$ cat config.mk
export PLATFORM = sky130hd
export DESIGN_NAME = fifo_uart_tx
export DESIGN_NICKNAME = d
export VERILOG_FILES = /design/src/rtl/fifo_uart_tx.sv
export SDC_FILE = /design/constraint.sdc
export NUM_CORES = 1
export LEC_CHECK = 0
export ABC_AREA = 1
export CAP_MARGIN = 10
export CORE_MARGIN = 8
export CORE_UTILIZATION = 50
export DETAILED_ROUTE_END_ITERATION = 7
export MAX_ROUTING_LAYER = met4
export PLACE_DENSITY_LB_ADDON = 0.2
export SLEW_MARGIN = 25
export SYNTH_ARGS = -nofsm -noshare
export SYNTH_HDL_FRONTEND = slang
export SYNTH_SLANG_ARGS = --single-unit
$ cat constraint.sdc
create_clock -name clk -period 3 [get_ports clk]
set_input_delay 0.3 -clock clk [delete_from_list [all_inputs] [get_ports clk]]
set_output_delay 0.3 -clock clk [all_outputs]
set_load 0.005 [all_outputs]
$ cat src/rtl/fifo_uart_tx.sv
// fifo_uart_tx: pops bytes from an upstream byte FIFO and serialises each one
// as an asynchronous UART frame (start, 8 data LSB first, optional parity, stop).
// Bit timing comes from an internal clock-cycle divider.
module fifo_uart_tx #(
  parameter int unsigned CLKS_PER_BIT = 16,
  parameter int unsigned PARITY_EN    = 0,
  parameter int unsigned PARITY_ODD   = 0
) (
  input  logic       clk,
  input  logic       reset,
  input  logic       tx_en,
  input  logic       fifo_empty,
  input  logic [7:0] fifo_data,
  output logic       fifo_rd,
  output logic       tx,
  output logic       busy,
  output logic       tx_done
);

  localparam int unsigned CNT_W  = 16;
  localparam int unsigned DATA_W = 8;
  localparam int unsigned IDX_W  = 3;

  localparam logic [CNT_W-1:0] CNT_LAST = CNT_W'(CLKS_PER_BIT - 1);
  localparam logic [IDX_W-1:0] IDX_LAST = IDX_W'(DATA_W - 1);
  localparam logic             PAR_INIT = 1'(PARITY_ODD);
  localparam logic             PAR_ON   = (PARITY_EN != 0);

  typedef enum logic [2:0] {
    S_IDLE,
    S_FETCH,
    S_START,
    S_DATA,
    S_PARITY,
    S_STOP
  } state_t;

  state_t              r_state;
  logic [CNT_W-1:0]    r_cnt;
  logic [IDX_W-1:0]    r_idx;
  logic [DATA_W-1:0]   r_shift;
  logic                r_par;
  logic                r_tx;
  logic                r_busy;

  state_t              w_state_nxt;
  logic [CNT_W-1:0]    w_cnt_nxt;
  logic [IDX_W-1:0]    w_idx_nxt;
  logic [DATA_W-1:0]   w_shift_nxt;
  logic                w_par_nxt;
  logic                w_tx_nxt;
  logic                w_last;

  // State register; reset aborts any frame in progress.
  always_ff @(posedge clk or negedge reset) begin
    if (!reset) begin
      r_state <= S_IDLE;
    end else begin
      r_state <= w_state_nxt;
    end
  end

  // Next-state, datapath next values and state-decoded outputs.
  always_comb begin
    w_state_nxt = r_state;
    w_cnt_nxt   = r_cnt + CNT_W'(1);
    w_idx_nxt   = r_idx;
    w_shift_nxt = r_shift;
    w_par_nxt   = r_par;
    w_last      = (r_cnt == CNT_LAST);
    fifo_rd     = 1'b0;
    tx_done     = 1'b0;

    unique case (r_state)
      S_IDLE: begin
        w_cnt_nxt = '0;
        if (tx_en && !fifo_empty) begin
          w_state_nxt = S_FETCH;
        end
      end
      S_FETCH: begin
        fifo_rd     = 1'b1;
        w_shift_nxt = fifo_data;
        w_par_nxt   = PAR_INIT;
        w_idx_nxt   = '0;
        w_cnt_nxt   = '0;
        w_state_nxt = S_START;
      end
      S_START: begin
        if (w_last) begin
          w_cnt_nxt   = '0;
          w_state_nxt = S_DATA;
        end
      end
      S_DATA: begin
        if (w_last) begin
          w_cnt_nxt   = '0;
          w_par_nxt   = r_par ^ r_shift[0];
          w_shift_nxt = {1'b0, r_shift[DATA_W-1:1]};
          w_idx_nxt   = r_idx + IDX_W'(1);
          if (r_idx == IDX_LAST) begin
            w_state_nxt = PAR_ON ? S_PARITY : S_STOP;
          end
        end
      end
      S_PARITY: begin
        if (w_last) begin
          w_cnt_nxt   = '0;
          w_state_nxt = S_STOP;
        end
      end
      S_STOP: begin
        tx_done = w_last;
        if (w_last) begin
          w_cnt_nxt   = '0;
          w_state_nxt = S_IDLE;
        end
      end
      default: begin
        w_cnt_nxt   = '0;
        w_state_nxt = S_IDLE;
      end
    endcase

    // Line level for the state being entered, so tx lines up with the state.
    unique case (w_state_nxt)
      S_START:  w_tx_nxt = 1'b0;
      S_DATA:   w_tx_nxt = w_shift_nxt[0];
      S_PARITY: w_tx_nxt = w_par_nxt;
      default:  w_tx_nxt = 1'b1;
    endcase
  end

  // Baud counter, bit index, shift register, parity and registered line outputs.
  always_ff @(posedge clk or negedge reset) begin
    if (!reset) begin
      r_cnt   <= '0;
      r_idx   <= '0;
      r_shift <= '0;
      r_par   <= 1'b0;
      r_tx    <= 1'b1;
      r_busy  <= 1'b0;
    end else begin
      r_cnt   <= w_cnt_nxt;
      r_idx   <= w_idx_nxt;
      r_shift <= w_shift_nxt;
      r_par   <= w_par_nxt;
      r_tx    <= w_tx_nxt;
      r_busy  <= (w_state_nxt != S_IDLE);
    end
  end

  assign tx   = r_tx;
  assign busy = r_busy;

endmodule

* Word level (Yosys, flattened, before mapping) *
Index checks and enable logic that the tools add are counted.

operators by class
  $add $sub $neg = 2
  equal/unequal tests = 11
  multiplexer cells = 18
  bitwise logic cells = 1
  reduce and logical (&&, ||, !) cells = 7

operator list
  operator                 number
  $mux W16                 2
  $mux W3                  7
  $pmux W3 S6              1
  $add A16 B1 Y16 const B  1
  $eq A16 B4 Y1 const B    1
  $pmux W8 S2              1
  $eq A3 B2 Y1 const B     4
  $eq A3 B3 Y1 const B     4
  $mux W8                  1
  $pmux W3 S2              1
  $reduce_or A4 Y1         1
  $add A3 B1 Y3 const B    1
  $eq A3 B1 Y1 const B     1
  $logic_not A3 Y1         1
  $mux W1                  3
  $pmux W1 S3              1
  $reduce_bool A3 Y1       1
  $ne A2 B2 Y1 const B     1
  $pmux W1 S2              1
  $reduce_and A2 Y1        1
  $reduce_bool A2 Y1       1
  $logic_and A1 B1 Y1      1
  $logic_not A1 Y1         1
  $xor A1 B1 Y1            1

storage, ports and cells
  bits in registers = 33
  input port bits = 12
  output and inout bits = 4

* Depth between registers and ports, before layout *
Gate-level depths: netlist (run 1).

  depth after elaboration = 6
  gate-level depth with buffers = 11
  depth with buffers taken out = 11

* Least setup slack after synthesis (run 1) *
OpenSTA, ideal clock, no wires.

  path type = register -> register
  from = register r_cnt[0]
  to = register r_shift[1]
  setup time = 0.137 ns
  arrival time = 1.285 ns
  data required time = 2.863 ns
  slack = 1.578 ns
  cell stages (with the launch flop) = 8
  path buffers = 1
  clock period less this slack = 1.422 ns
  cell sequence = dfrtp_1 ha_1 nand3_2 nor2_4 nand3_4 nand2_1 buf_4 o221ai_1

on the way
  word-level cells in the longest chain between the ends = 3

RTL lines
  element                             RTL line  RTL
  start, declared                     39        logic [CNT_W-1:0] r_cnt;
  start signal, assigned              144       r_cnt <= w_cnt_nxt;
  $eq A16 B4 Y1                       70        w_last = (r_cnt == CNT_LAST);
  $ne A2 B2 Y1 (no source line)       n/a
  $reduce_and A2 Y1 (no source line)  n/a
  end signal, assigned                146       r_shift <= w_shift_nxt;
  end, declared                       41        logic [DATA_W-1:0] r_shift;

Every way passes these cells.
A chain may end at the register's enable or synchronous reset.

* Worst setup path in the final report (run 1) *
  from = register r_cnt[0]
  to = output port tx_done

on the way
  word-level cells in the longest chain between the ends = 2

RTL lines
  element        RTL line  RTL
  $eq A16 B4 Y1  70
  $mux W1        74        unique case (r_state)
  end, declared  17        output logic tx_done

Every way passes these cells.

==> flow_metrics.py, run 1 <==
metrics = {
    "outcome": {
        "status": "completed",
    },
    "die": {
        "rows": 21,
        "floorplan.initialDensity": 0.520,
        "core-area_um2": 3310,
        "fp.dieH_um": 74.7,
        "ios": 16,
        "dieArea_um2": 5570,
        "die_w_um": 74.7,
    },
    "worst_setup_path": {
        "max_stage_delay_ns": 0.50,
        "worstPathBufferInverterCount": 1,
        "cp.arrival_ns": 1.96,
        "critPathTopFamily": "simple AND/OR/NAND/NOR gates",
        "required_ns": 2.70,
        "worstSetupEndpointType": "output port",
        "worst_setup_path_start_kind": "flip-flop",
        "crit_slowest_cell": "clkdlybuf4s50_1",
        "worstPathMaxFanout": 4,
        "crit_chain": "ha_1, nand3_2, nor2_2, nand3_1, nor2_1, clkdlybuf4s50_1",
        "crit_type": "reg -> out",
    },
    "timing": {
        "whs_ns": 0.362,
        "fin_worst_skew_ns": 0.00779,
        "setup_viol": 0,
        "finalMaxSlewViolations": 0,
        "grt_setup_unrepaired": "no",
        "finalSetupTns_ns": 0,
        "timing.final.crit_share": 0.753,
        "relSlewSlack": 0.732,
        "final-hold-violation-count": 0,
        "fin_crit_ns": 2.26,
        "tightest_slew_ns": 0.402,
        "fmax_ghz": 0.443,
    },
    "clock_tree": {
        "ctsResizeCount": 0,
        "cts_root_buffer": "clkbuf_4",
        "hold_buffers": 0,
        "htree_levels": 2,
        "cts_buffer_depth": 2,
        "cts_tree": "built",
        "clk_pin_slew_ns": 0.09,
        "clock_sinks": 33,
        "clock_latency_ns": 0.33,
        "post_cts_buffers": 0,
        "numCtsBuffers": 5,
    },
    "finish": {
        "mostFrequentLayoutCell": "nand2_1",
        "nNetsFinal": 248,
        "areaGrowthSynthToFinish_pct": 15.5,
        "layoutNonFillerInstCount": 279,
        "n_antenna_cell": 0,
        "layout_common_cells": "nand2_1, inv_1, dfrtp_1, nor2_1, nand3_1",
        "drive_gt1_frac": 0.103,
    },
    "placement": {
        "dp.final_hpwl_um": 2380,
        "gp_congestion": 0.904,
        "dp_cells": 271,
        "io_buffers": 15,
    },
    "detailed_routing": {
        "wl_per_cell_um": 11.5,
        "postRouteWirelength_um": 3220,
        "first_pass_iters": 4,
        "viasPerCell": 4.97,
        "ant_nets": 0,
        "drc": 0,
        "vias": 1387,
        "drt_iter0_markers": 83,
    },
    "pwr": {
        "p_leak_nw": 0.971,
        "ir_drop_uv": 356,
        "powerDensity_nw_per_um2": 638,
        "total_power_w": 0.00127,
    },
    "yosys": {
        "ys.warnings.count": 0,
        "postSynthCellCount": 210,
        "ys_seq_area_frac": 0.481,
        "synth.area.top_cells": "dfrtp_1, nand2_1, inv_1, nor2_1, nand3_1",
        "yosysUniqueCellTypes": 26,
        "avgSynthCellArea_um2": 8.19,
        "synth_area_um2": 1720,
        "synthesis.nets": 226,
        "yosys.area.top_type": "dfrtp_1",
        "ys_seq_elements": 33,
        "yosysTopAreaCellShare": 0.465,
    },
    "global_route": {
        "overflow": 0,
        "grt_pass1_wl_um": 5750,
        "grt_pass1_vias": 1369,
        "antenna_found_initial": 0,
        "grt_max_degree": 34,
        "groute.usage.overall": 0.138,
    },
    "worst_hold_path": {
        "hp-class": "in -> async",
    },
    "flow_run": {
        "maxCapViolations": 0,
    },
}
-- registers in the layout, indices dropped and copies added, names as in the netlist --
register  cells
r_cnt        16
busy          1
tx            1
r_shift       8
r_state       3
r_idx         3
r_par         1
-- worst paths after layout --
check                           startpoint    endpoint  slack (ns)  depth (start not counted)
worst max-delay path              r_cnt[0]     tx_done        0.74                          6
worst min-delay path                 reset  r_shift[7]        0.36                          2
worst max register to register    r_cnt[0]    r_idx[1]        1.28                          8
worst min register to register    r_cnt[0]    r_cnt[0]        0.46                          1
max in group asynchronous            reset          tx        2.31                          2
min in group clk                  r_cnt[0]    r_cnt[0]        0.46                          1
-- power by group --
part	internal [W]	switching (W)	total, W
Sequential	0.000547	0.0000456	0.000593
Combinational	0.000160	0.000260	0.000420
Clock	0.000116	0.000139	0.000255
Total	0.000823	0.000445	0.00127
-- worst register-to-register path: cells and delay by family, from the launching register on --
kind	cells	cell delay, ns
fa+ha+maj	1	0.20
buf+inv	1	0.11
flops	1	0.37
simple gates	6	0.93
-- routing by layer --
metal,wire (µm),part of all wire,global-route usage,up-vias
met4,93,0.029,0.0761,0
li1,-,-,-,718
met2,1440,0.45,0.210,19
met3,105,0.033,0.0333,10
met5,0,0,-,-
met1,1590,0.49,0.164,640
-- kinds of logic (layout without fill, tap and decap cells) --
| logic type | Yosys count | count (layout) | share of synthesized area |
|---|---|---|---|
| muxes | 1 | 1 | 0.00582 |
| and+or+nand+nor | 110 | 110 | 0.304 |
| AOI/OAI and AO/OA | 21 | 21 | 0.0771 |
| xor gates and xnor gates | 4 | 4 | 0.0204 |
| buffers and inverters | 37 | 60 | 0.0829 |
| DFF | 33 | 33 | 0.481 |
| adders and majority gates | 4 | 4 | 0.0291 |
-- synthesized netlist by cell type --
master / count
a211oi_1: 2
a21oi_1: 8
and3_1: 2
buf_4: 1
dfrtp_1: 32
dfstp_2: 1
ha_1: 4
inv_1: 33
inv_2: 3
mux2i_1: 1
nand2_1: 44
nand2_2: 3
nand3_1: 17
nand3_2: 2
nand3_4: 1
nand4_1: 3
nor2_1: 27
nor2_2: 4
nor2_4: 3
nor3_1: 2
nor3b_1: 2
o21ai_0: 4
o21ai_1: 1
o221ai_1: 6
xnor2_1: 1
xor2_1: 3
-- through the flow --
step,worst slack (ns),instance area (µm²),utilization
global placement,1.12,1930,0.582
finish,0.741,1990,0.600
detailed placement,1.11,1930,0.582
global route,0.590,1990,0.600
CTS,0.730,1990,0.600
floorplan,1.58,1720,-
-- area by class of cell --
cell class	instances	area, µm²
inverter	36	135
tap	46	57.6
fill	329	1320
multi-input combinational	140	751
clock buffer	8	58.8
sequential	33	827
timing repair buffer	16	158
Note: power is estimated with default switching activity, not from simulation.
==> inputs of run 2 (changes only) <==
==> constraint.sdc (replaced) <==
create_clock -name clk -period 2.1 [get_ports clk]
set_input_delay 0.21 -clock clk [delete_from_list [all_inputs] [get_ports clk]]
set_output_delay 0.21 -clock clk [all_outputs]
set_load 0.005 [all_outputs]
==> run 2 against run 1 <==
  * Sequential cell count is the same
  * Register-to-register slack lost 0.85 ns
  * Die area is the same
  * Count of clock-buffer cells in the layout shrank 2
  * Via count grew 4.8%
  * Hold slack lost 0.10 ns
  * Combinational power grew 51%
  * Clock power grew 34%
  * Largest cell class unchanged
==> flow_metrics.py, run 2 (synthesized netlist as in run 1, its figures left out) <==
metrics = {
    "worst_setup_path": {
        "r2r-end": "r_idx[1]",
        "cp-startpoint": "r_cnt[0]",
        "crit_slowest_cell": "clkdlybuf4s50_1",
        "endpoint": "tx_done",
        "crit_type": "reg -> out",
        "crit_chain": "ha_4, nand3_4, nor2_4, nand3_2, nor2_1, clkdlybuf4s50_1",
        "worst_setup_path_start_kind": "flip-flop",
        "worstSetupEndpointType": "output port",
        "r2r-start": "r_cnt[0]",
        "cp.arrival_ns": 1.83,
        "required_ns": 1.89,
        "max_stage_delay_ns": 0.50,
        "worstPathMaxFanout": 4,
        "r2r_setup_slack_ns": 0.43,
        "worstRegToRegCells": 8,
    },
    "detailed_routing": {
        "ant_nets": 0,
        "first_pass_iters": 4,
        "drc": 0,
        "viasPerCell": 4.98,
        "vias": 1453,
        "postRouteWirelength_um": 3510,
        "drt_iter0_markers": 60,
        "wl_per_cell_um": 12.0,
    },
    "die": {
        "core-area_um2": 3310,
        "floorplan.initialDensity": 0.520,
        "ios": 16,
        "die_w_um": 74.7,
        "fp.dieH_um": 74.7,
        "rows": 21,
        "dieArea_um2": 5570,
    },
    "worst_hold_path": {
        "hp-class": "in -> async",
    },
    "timing": {
        "finalMaxSlewViolations": 0,
        "fin_worst_skew_ns": 0.0113,
        "grt_setup_unrepaired": "yes",
        "timing.final.crit_share": 0.970,
        "final-hold-violation-count": 0,
        "setup_viol": 0,
        "tightest_slew_ns": 0.410,
        "relSlewSlack": 0.727,
        "setup_slack_ns": 0.0626,
        "whs_ns": 0.258,
        "finalSetupTns_ns": 0,
        "fin_crit_ns": 2.04,
        "fmax_ghz": 0.491,
    },
    "clock_tree": {
        "cts_root_buffer": "clkbuf_4",
        "clk_pin_slew_ns": 0.11,
        "clock_latency_ns": 0.34,
        "clock_sinks": 33,
        "cts_buffer_depth": 2,
        "htree_levels": 2,
        "numCtsBuffers": 5,
        "cts_tree": "built",
    },
    "global_route": {
        "grt_pass1_wl_um": 5860,
        "antenna_found_initial": 0,
        "grt_max_degree": 34,
        "grt_pass1_vias": 1352,
        "overflow": 0,
        "groute.usage.overall": 0.142,
    },
    "pwr": {
        "powerDensity_nw_per_um2": 864,
        "total_power_w": 0.00184,
        "ir_drop_uv": 473,
        "p_leak_nw": 1.04,
    },
    "finish": {
        "reg_top3": "r_cnt: 16 flops, r_shift: 8 flops",
        "layout_common_cells": "nand2_1, inv_1, dfrtp_1, nor2_1, nand3_1",
        "regMostFlops": "r_cnt",
        "mostFrequentLayoutCell": "nand2_1",
        "nNetsFinal": 261,
        "drive_gt1_frac": 0.191,
        "areaGrowthSynthToFinish_pct": 23.6,
        "n_antenna_cell": 0,
        "largest_reg_flops": 16,
    },
    "outcome": {
        "status": "completed",
    },
    "placement": {
        "io_buffers": 15,
        "gp_congestion": 0.904,
        "dpl_worst_slack_ns": 0.289,
        "dp.final_hpwl_um": 2400,
    },
    "flow_run": {
        "maxCapViolations": 0,
    },
}
run 2: cell types whose count changed in the layout (fill, tap and decap cells not counted), sizes merged:
| cell | change |
|---|---|
| buf | +13 |
| clkinv | +2 |
| clkbuf | -2 |
run 2: metal layers:
metal  vias up  track usage  part of all wire
met5         -            -                 0
met4         0       0.0739             0.027
met3         8       0.0453             0.035
met2        18        0.206              0.46
met1       683        0.173              0.47
li1        744            -                 -
run 2: timing repair:
item | in CTS | in global routing
buffers inserted | 2 | 11
hold buffers | 0 | 0
pin swaps | 2 | 3
gates cloned | 0 | 0
resized for setup | 4 | 9
endpoints found under the setup margin | 1 | 2
run 2: worst min-delay path by stage:
stage                     slack, ns      from          to  cells past startpoint
after floorplan               -0.09     reset        busy                      0
after global placement         0.44  r_cnt[0]    r_cnt[0]                      1
after detailed placement       0.44  r_cnt[0]    r_cnt[0]                      1
after CTS                      0.26     reset  r_shift[7]                      2
after global routing           0.27     reset   r_cnt[15]                      2
final                          0.26     reset    r_cnt[4]                      2
run 2: area by class of cell:
cell class | instances | area [µm²]
Clock inverter | 2 | 10.0
Inverter | 36 | 138
Fill cell | 308 | 1180
Multi-Input combinational cell | 140 | 796
Tap cell | 46 | 57.6
Clock buffer | 6 | 41.3
Sequential cell | 33 | 828
Timing Repair Buffer | 29 | 255
run 2: where the power goes:
group          switching [W]  internal, W  total, W  leakage [nW]
sequential         0.0000772     0.000782  0.000859         0.434
clock               0.000215     0.000127  0.000342        0.0320
combinational       0.000387     0.000249  0.000636         0.573
total               0.000679      0.00116   0.00184          1.04
run 2: through the flow:
| stage | instances | util | instance area [µm²] |
|---|---|---|---|
| floorplan | 210 | - | 1720 |
| global placement | 271 | 0.582 | 1930 |
| detailed placement | 271 | 0.582 | 1930 |
| CTS | 281 | 0.610 | 2020 |
| global route | 292 | 0.642 | 2130 |
| finish | 292 | 0.642 | 2130 |
run 2: critical path, delay by kind of cell, from the launching register on:
family / cells / cell delay, ns
buffers and inverters: 1 / 0.50
flip-flops: 1 / 0.40
AND/OR/NAND/NOR: 4 / 0.44
adder cells (fa/ha/maj): 1 / 0.16
==> RTL change 1: new RTL, settings of run 2 <==
Set the parameter `PARITY_EN` to 1 (it was 0).
--- a/src/rtl/fifo_uart_tx.sv
+++ b/src/rtl/fifo_uart_tx.sv
@@ -4,5 +4,5 @@
 module fifo_uart_tx #(
   parameter int unsigned CLKS_PER_BIT = 16,
-  parameter int unsigned PARITY_EN    = 0,
+  parameter int unsigned PARITY_EN    = 1,
   parameter int unsigned PARITY_ODD   = 0
 ) (
Check against the original RTL: no difference found for any inputs over 10 cycles, from zero or initial values and one cycle with reset low; that may be too few to reach the edited logic, so the function may still have changed.
==> RTL change 1 against run 2 <==
- area after synthesis up 1.8%
- final area is 3.4% lower
- setup slack better by 0.074 ns
- routed wire length decreased by 3.7%
- first-iteration DRC count decreased by 20%
- critical path type unchanged
- count of clock-buffer cells in the layout up 1
- sequential cell count unchanged
- total power up 13%
- largest power group unchanged
- critical endpoint is now fifo_rd
- via count down 4.8%
- global-route usage is 0.28 points higher
==> RTL change 1: results (changes against run 2) <==
clock buffer depth 2 (unchanged); initial antenna violation count 0 (unchanged); biggest regs r_cnt (16), r_shift (8); root buf cell clkbuf_4; Iteration-0 DRC Markers 48 (-20%); Data arrival, critical path 1.75 ns (-0.08 ns); Layout Nets 241 (-7.7%); DR top layer met4; number of CTS-inserted buffers 5 (unchanged); Vias 1,383 (-4.8%); Async SR Flop Fraction 100% (unchanged); met3 wire len 241 microns (+94%); Synth top cells by count nand2_1 (40), dfrtp_1 (32), inv_1 (28); Post-Place Cell Area 1960 sq um (+1.8%); Synth warnings 0 (unchanged); sequential area share after synthesis 47.2% (-0.86 points); slowest stage cell on the critical path clkdlybuf4s50_1; CTS clock-pin slew for the worst setup and hold paths 0.10 ns; Net Count, Synth 219 (-3.1%); Peak VDD IR 605 uV (+28%); Least-Margin Pin Slew 0.402 ns (-0.00809 ns); HPWL Detailed 2570 microns (+7.2%); M1 WL 1490 microns (-11%); GRT Overall Usage 14.5% (+0.28 points); layout cells sized above 1 17.3% (-1.8 points); final setup skew 0.00912 ns (-0.00217 ns); largest cells by area after synthesis dfrtp_1 (46%), nand2_1 (8.6%), inv_1 (6.0%); Yosys reg bits 33 (unchanged); Worst Path Max Fanout 10 (+6); largest net degree at the start of global routing 34 (unchanged); Pre-antenna DRT Iters 4 (unchanged); H-tree depth 2 (unchanged); dominant synthesized flop cell dfrtp_1; postcts setup bufs 0 (-2); DRT Wirelength 3380 microns (-3.7%); clock latency on the worst-skew pair 0.34 ns (about the same); Setup WS pre-CTS 0.173 ns (-0.116 ns); outcome completed; Worst Hold Class input pin to asynchronous set/reset pin; global-route wire length before repair 6110 microns (+4.2%); IO buf count 15 (unchanged); Leak Pwr 0.00100 uW (-3.5%); Worst path max stage delay 0.55 ns (+0.05 ns); Final GP Congestion 0.924 (+2.2%); number of distinct library cells after synthesis 30 (+15%); Crit path max-delay family buffers and inverters; antenna diode count 0 (unchanged); metal2 WL 1570 microns (-3.3%)
RTL change 1: cells by family (layout without fill, tap and decap cells):
group	Yosys count	in the layout	share of synthesized area [%]
buf+inv	33	56	7.21
fa+ha+maj	4	4	2.86
compound gates	25	25	8.86
simple gates	103	103	31.4
flops	33	33	47.2
xor+xnor	5	5	2.50
RTL change 1: final cells by class:
cell class / count / area [sq um]
clock buffers: 7 / 55.1
clock inverters: 1 / 30.0
fillers: 297 / 1310
inverters: 32 / 121
multi-input cells: 137 / 807
flip-flops and latches: 33 / 827
well taps: 46 / 57.6
repair buffers: 16 / 156
RTL change 1: routing by layer:
metal | vias up | GRT usage [%]
met4 | 0 | 8.53
met5 | - | -
met3 | 7 | 3.73
met2 | 32 | 22.6
met1 | 641 | 16.4
li1 | 703 | -
RTL change 1: path summary, 6_finish.rpt:
check	start	to	slack, ns	cells past startpoint
max in group asynchronous	reset	tx	1.52	2
min reg2reg	r_cnt[0]	r_cnt[0]	0.47	1
max	r_state[2]	fifo_rd	0.14	4
max reg2reg	r_cnt[0]	r_cnt[14]	0.46	8
min in group clk	fifo_data[3]	r_shift[3]	0.46	3
min	reset	r_shift[3]	0.26	2
RTL change 1: report_power, final:
part           leakage, uW  internal, uW  switching, uW
Sequential        0.000434           785           87.7
Combinational     0.000523           275            429
Clock            0.0000455           284            211
Total              0.00100          1340            728
RTL change 1: what timing repair did:
item | CTS | global route
resized for setup | 2 | 1
endpoints found under the setup margin | 1 | 1
endpoints found under the hold margin | 0 | 0
RTL change 1: metrics by stage:
step / cells / total power, uW
2_1_floorplan: 203 / 1380
3_3_place_gp: 264 / 1570
3_5_place_dp: 264 / 1590
4_1_cts: 272 / 2090
5_1_grt: 272 / 2240
6_report: 272 / 2070
RTL change 1: worst register-to-register path: stages, from the launching register on:
cell      delay [ns]
dfrtp_1         0.41
ha_2            0.22
nand3_4         0.11
nor2_2          0.06
nand2_2         0.13
clkinv_2        0.14
nor2_4          0.18
inv_1           0.13
nor3b_2         0.20
==> RTL change 2: new RTL, flow settings as in run 2 <==
Made on the original files. Re-encode `state_t` (6 states) as Gray code, 3 bits wide.
--- a/src/rtl/fifo_uart_tx.sv
+++ b/src/rtl/fifo_uart_tx.sv
@@ -28,10 +28,10 @@
 
   typedef enum logic [2:0] {
-    S_IDLE,
-    S_FETCH,
-    S_START,
-    S_DATA,
-    S_PARITY,
-    S_STOP
+    S_IDLE   = 3'b000,
+    S_FETCH  = 3'b001,
+    S_START  = 3'b011,
+    S_DATA   = 3'b010,
+    S_PARITY = 3'b110,
+    S_STOP   = 3'b111
   } state_t;
 
Check against the original RTL: no difference found for any inputs over 10 cycles, from zero or initial values and one cycle with reset low; not proved beyond that.
==> RTL change 2 against run 2 <==
- first-iteration DRC count grew 38%
- area after synthesis grew 1.2%
- utilization shrank 3.9 points
- final area shrank 5.4%
- sequential cell count is the same
- register-to-register slack lost 0.09 ns
- routed wire length grew 0.43%
- setup slack gained 0.038 ns
Power is not compared: it rests on default switching activity, and its combinational part moved more than twofold at a synthesized area within 25%.
==> RTL change 2: results (changes against run 2) <==
Non-clock buffers 17 (-41%); number of distinct library cells after synthesis 35 (+35%); Layout clock area frac 2.74% (+0.32 points); Worst path max stage delay 0.53 ns (+0.03 ns); Synth top cells by count nand2_1 (42), dfrtp_1 (32), inv_1 (19); postcts setup bufs 1 (-1); Post-Place Cell Area 1950 sq um (+0.91%); post-cts resize count 2 (-2); GRT Overall Usage 14.5% (+0.28 points); met3 wire len 101 microns (-19%); Net Count, Synth 214 (-5.3%); Fillers 316 (+2.6%); comb_multi_in 138 (-1.4%); Setup WS pre-CTS 0.124 ns (-0.164 ns); HPWL Detailed 2690 microns (+12%); Non-Clock Inverter Count 27 (-25%); outcome completed; grt met3 use 3.46% (-1.1 points); IO buf count 15 (unchanged); sequential area share after synthesis 47.5% (-0.59 points); multiplexer area fraction after synthesis 0% (-0.58 points); metal2 WL 1800 microns (+11%); DRT Wirelength 3520 microns (+0.43%); global-route wire length before repair 6020 microns (+2.7%); layout cells sized above 1 19.4% (+0.26 points); Final GP Congestion 0.782 (-14%); CTS clock-pin slew for the worst setup and hold paths 0.09 ns (-0.02 ns); largest cells by area after synthesis dfrtp_1 (46%), nand2_1 (9.1%), inv_1 (4.1%); final design utilization 60.3% (-3.9 points); dpl cells 260 (-4.1%); Synth Area in Adders 2.16% (-0.75 points); Data buffer area share 8.15% (-3.9 points); cells after synthesis 199 (-5.2%); met1 Usage GRT 16.1% (-1.2 points); post-synthesis compound-gate area fraction 8.19% (+0.48 points); Synth Area in XOR/XNOR 0.503% (-1.5 points); grt met2 use 23.1% (+2.5 points); Data arrival, critical path 1.79 ns (-0.04 ns); sequential cell area share 41.1% (+2.1 points); Iteration-0 DRC Markers 83 (+38%); Least-Margin Pin Slew 0.434 ns (+0.0239 ns); final setup skew 0.0119 ns (+0.000627 ns); Worst Path Max Fanout 9 (+5); Layout Nets 237 (-9.2%); Vias 1,382 (-4.9%)
[RTL change 2: changes by cell type in the layout (fill, tap and decap cells not counted), sizes merged, moves of 4 or more]
cell,before,now
nand3,20,16
nor2,34,28
inv,36,26
buf,14,2
nor3,2,6
[RTL change 2: cell families after synthesis]
group | Yosys count
AOI/OAI and AO/OA | 23
xor gates and xnor gates | 1
adders and majority gates | 3
buffers and inverters | 28
DFF | 33
and+or+nand+nor | 111
[RTL change 2: final timing paths]
| kind | startpoint | endpoint | slack (ns) | cells after the start |
|---|---|---|---|---|
| setup / recovery | r_state[1] | fifo_rd | 0.10 | 4 |
| max in group asynchronous | reset | tx | 1.50 | 2 |
| hold reg to reg | r_idx[1] | r_idx[1] | 0.49 | 2 |
| hold / removal | reset | r_cnt[5] | 0.26 | 2 |
| min in group clk | fifo_data[4] | r_shift[4] | 0.46 | 3 |
| setup reg to reg | r_cnt[1] | tx | 0.34 | 11 |
